`src/rtl/seg_scan_ctrl.sv`:
```
// Shared scan sequencer for the Basys3 4-digit 7-segment display.
// Frames are double-buffered and committed only when the scan wraps, so a digit never tears.
module seg_scan_ctrl #(
  parameter int REFRESH_TICKS = 250000,
  parameter int BLINK_TICKS   = 50000000
) (
  input  logic       basys_clk,
  input  logic       reset,
  input  logic [6:0] digit0,
  input  logic [6:0] digit1,
  input  logic [6:0] digit2,
  input  logic [6:0] digit3,
  input  logic [3:0] dp_in,
  input  logic [3:0] digit_en,
  input  logic [3:0] blink_en,
  input  logic       latch,
  output logic [6:0] seg,
  output logic [3:0] an,
  output logic       dp,
  output logic [1:0] digit_idx,
  output logic       frame_done
);

  localparam int TW = $clog2(REFRESH_TICKS);
  localparam int BW = $clog2(BLINK_TICKS);
  localparam logic [TW-1:0] TICK_LAST  = TW'(REFRESH_TICKS - 1);
  localparam logic [BW-1:0] BLINK_LAST = BW'(BLINK_TICKS - 1);

  typedef struct packed {
    logic [3:0][6:0] pat;
    logic [3:0]      dp;
    logic [3:0]      en;
    logic [3:0]      blink;
  } frame_t;

  // Power-up/reset frame: every digit disabled, segments dark.
  localparam frame_t BLANK_FRAME = {{4{7'h7F}}, 12'h000};

  logic [TW-1:0] tick_cnt;
  logic [BW-1:0] blink_cnt;
  logic          blink_phase;
  logic          pending_valid;
  frame_t        pend_frame;
  frame_t        act_frame;
  frame_t        in_frame;
  logic          tick_last;
  logic          blink_last;
  logic          wrap;
  logic          blank;

  assign in_frame   = {digit3, digit2, digit1, digit0, dp_in, digit_en, blink_en};
  assign tick_last  = (tick_cnt == TICK_LAST);
  assign blink_last = (blink_cnt == BLINK_LAST);
  assign wrap       = tick_last && (digit_idx == 2'd3);
  assign frame_done = wrap && !reset;
  assign blank      = !act_frame.en[digit_idx] ||
                      (act_frame.blink[digit_idx] && blink_phase);

  always_ff @(posedge basys_clk) begin
    if (reset) begin
      tick_cnt      <= '0;
      blink_cnt     <= '0;
      blink_phase   <= 1'b0;
      digit_idx     <= 2'd0;
      pending_valid <= 1'b0;
      pend_frame    <= BLANK_FRAME;
      act_frame     <= BLANK_FRAME;
      seg           <= 7'h7F;
      an            <= 4'hF;
      dp            <= 1'b1;
    end else begin
      tick_cnt <= tick_last ? '0 : tick_cnt + 1'b1;
      if (tick_last) digit_idx <= digit_idx + 2'd1;

      blink_cnt <= blink_last ? '0 : blink_cnt + 1'b1;
      if (blink_last) blink_phase <= !blink_phase;

      // A latch landing on the wrap cycle goes straight to the active frame.
      if (wrap) begin
        if (latch) act_frame <= in_frame;
        else if (pending_valid) act_frame <= pend_frame;
        pending_valid <= 1'b0;
      end else if (latch) begin
        pend_frame    <= in_frame;
        pending_valid <= 1'b1;
      end

      if (blank) begin
        an  <= 4'hF;
        seg <= 7'h7F;
        dp  <= 1'b1;
      end else begin
        an  <= ~(4'b0001 << digit_idx);
        seg <= act_frame.pat[digit_idx];
        dp  <= !act_frame.dp[digit_idx];
      end
    end
  end

endmodule

```
`config.mk`:
```
export PLATFORM = sky130hd
export DESIGN_NAME = seg_scan_ctrl
export DESIGN_NICKNAME = d
export VERILOG_FILES = /design/src/rtl/seg_scan_ctrl.sv
export SDC_FILE = /design/constraint.sdc
export NUM_CORES = 1
export LEC_CHECK = 0
export BUFFER_PORTS_ARGS = -buffer_cell sky130_fd_sc_hd__buf_2
export CAP_MARGIN = 20
export CORE_UTILIZATION = 35
export CTS_BUF_LIST = sky130_fd_sc_hd__clkbuf_16
export CTS_CLUSTER_SIZE = 12
export DETAILED_ROUTE_END_ITERATION = 8
export GPL_TIMING_DRIVEN = 0
export PLACE_DENSITY_LB_ADDON = 0.15
export SLEW_MARGIN = 30
export SYNTH_ARGS = -nofsm -noshare
export SYNTH_HDL_FRONTEND = slang
export SYNTH_SLANG_ARGS = --single-unit
```
`constraint.sdc`:
```
create_clock -name basys_clk -period 4.8 [get_ports basys_clk]
set_input_delay 0.48 -clock basys_clk [delete_from_list [all_inputs] [get_ports basys_clk]]
set_output_delay 0.48 -clock basys_clk [all_outputs]
set_load 0.05 [all_outputs]
```
==> out/results.ini <==
[global_route]
grt.overflow.total=0
grt_pass1_wl_mm=26.2
grt_max_degree=17
antenna_found_initial=0
grt_util_all_layers_pct=17.3
first_global_vias=5045

[critical_path]
crit_arrival_ns=2.09
timing.critical_path.from_type=register
worstSetupPathType=register to output pin
cp_max_fo=5
r2r_slack_ns=2.63
critPathRequiredTime_ns=4.32
critPathCaptureType=output pin

[drt]
num_vias=5129
wl_mm=16.0
first_pass_iters=6
drt-initial-drc-count=227
drc_errors=5
drt-vias-per-instance=5.11
ant_nets=0
wire_per_inst_um=15.9

[synth]
yosysWarnings=0
synth_cell_type_count=44
syn_nets=737
yosysMostFrequentCell=dfxtp_1
seq_area_frac_synth_pct=42.7
synth-edff-count=0
yosysTopAreaCell=dfxtp_1
synthesis.area_um2=6560
yosys-top-cells-count=dfxtp_1 (140), nor2_1 (112), mux2i_1 (82)
synthCells=688
synthFlopType=dfxtp_1
async_flop_share_pct=0
synth_area_leaders=dfxtp_1 (43%), mux2i_1 (13%), nor2_1 (6.4%)
synth_area_per_cell_um2=9.53
synth-seq-cells=140
yosysTopAreaCellShare_pct=42.7

[clock_tree]
cts-resized-gates=0
cts_made_buffers=17
root_buffer=clkbuf_16
cts_hold_buf=0
ctsHtreeMaxLevel=4
cts_setup_buffers=0
clock_latency_ns=0.42
cts_tree=yes
ctsLongestPathBuffers=2
cts.clk_slew.worst_paths_ns=0.06
clock-sinks=140

[sta]
fmax_mhz=390
finalSetupTns_ns=0
hold_ws_ns=0.338
slew_headroom_pct=46.2
finalSetupViolCount=0
report.final.slew_viol_count=0
fin_skew_ns=0.00814
fin_crit_sh_pct=53.4
final-hold-violation-count=0
period_minus_slack_ns=2.57
tightest_slew_ns=0.806
rsz0062_at_grt=no

[final_layout]
fillers=1797
drive_gt1_share_pct=17.1
diodes=0
nets=812
stdcell_area_um2=7660
area_growth_pct=16.8
final_cells=1003

[floorplanning]
rows=49
io_pins=58
die-area_um2=19300
die_h_um=139
die_w_um=139
coreArea_um2=18100
start_util_pct=36.1

[pwr]
p_per_area_nw_per_um2=339
peakVddDrop_mv=0.219
p_leak_uw=0.00279

[status]
violations=DRC
status=finished with violations

[placed_design]
numPortBuffers=56
gp_congestion=0.765
dp_cells=973
post-dp-hpwl_mm=11.6
placed_cell_area_um2=7120

[worst_hold_path]
hold_class=input pin to register

[flow_run]
drv_cap=0

-- where the power goes --
group          total (uW)  internal [uW]  leakage [uW]  switching, uW
logic                 167           67.6       0.00138           99.5
clock network        1230            742      0.000267            488
registers            1200           1190       0.00114           13.3
-- layer usage --
metal / global-route usage (%) / vias to the layer above / wire (um)
li1: - / 2587 / -
met1: 22.5 / 2450 / 7620
met2: 28.7 / 75 / 7610
met3: 3.31 / 17 / 512
met5: 0 / - / 0
met4: 6.14 / 0 / 229
-- cell usage in the layout, fill, tap and decap left out, drive strengths merged, types with 2 or more instances in the layout --
cell type  Yosys  layout
nor2b         30      30
xor2          19      19
a21oi         22      22
a211oi        40      40
clkbuf        30      47
inv            8       9
or4           11      11
a31oi         13      13
buf           24      80
or3            8       8
nor4b          3       3
nand2         17      17
o21ai         10      10
nand2b        32      32
and3           4       4
nand4         13      13
clkinv         0       9
mux2i         82      82
o31ai         11      11
nand3         18      18
xnor2          3       3
mux4           8       8
bufinv         0       2
ha             6       6
dfxtp        140     140
mux2           2       2
nor2         112     112
a211o          2       2
and4           7       7
and2           5       5
-- registers in the layout, summed over array words and instances (netlist names) --
name,cells
seg,7
dp,1
act_frame,40
pending_valid,1
blink_phase,1
pend_frame,40
tick_cnt,18
blink_cnt,26
digit_idx,2
an,4
-- stage by stage --
step / utilization [%] / worst slack, ns / total power, uW
final: 42.2 / 2.23 / 2600
after global routing: 42.2 / 2.05 / 2700
after CTS: 42.2 / 2.17 / 2620
after detailed placement: 39.3 / 2.34 / 1400
after global placement: 39.3 / 2.29 / 1390
after floorplan: - / 1.70 / 1330
-- critical path, stage by stage, from the launching register on --
cell and delay, ns:
dfxtp_1 0.36, ha_1 0.26, and4_1 0.27, nand4b_1 0.16
nor4b_1 0.29, buf_2 0.32
-- path summary, 6_finish.rpt --
kind / depth (start not counted) / from / end
max: 5 / tick_cnt[0] / frame_done
max reg2reg: 6 / digit_idx[1] / seg[3]
min: 3 / blink_en[1] / pend_frame[1]
min reg2reg: 1 / blink_cnt[0] / blink_cnt[0]
-- area by class of cell --
cell class	count	area (um2)	area share (%)
clock buffers	17	425	5.55
multi-input cells	486	3420	44.6
inverters	8	30.0	0.392
well taps	229	287	3.74
plain buffers	54	308	4.02
clock inverters	13	110	1.44
repair buffers	56	280	3.66
flip-flops and latches	140	2800	36.6
-- kinds of logic after synthesis --
| logic type | after synthesis | synth area share [%] |
|---|---|---|
| AO/OA/AOI/OAI | 101 | 11.2 |
| AND/OR/NAND/NOR | 265 | 21.2 |
| buffers and inverters | 62 | 5.15 |
| adder cells (fa/ha/maj) | 6 | 1.14 |
| multiplexers | 92 | 15.6 |
| XOR/XNOR | 22 | 2.94 |
| flip-flops | 140 | 42.7 |
Note: power is estimated with default switching activity, not from simulation.
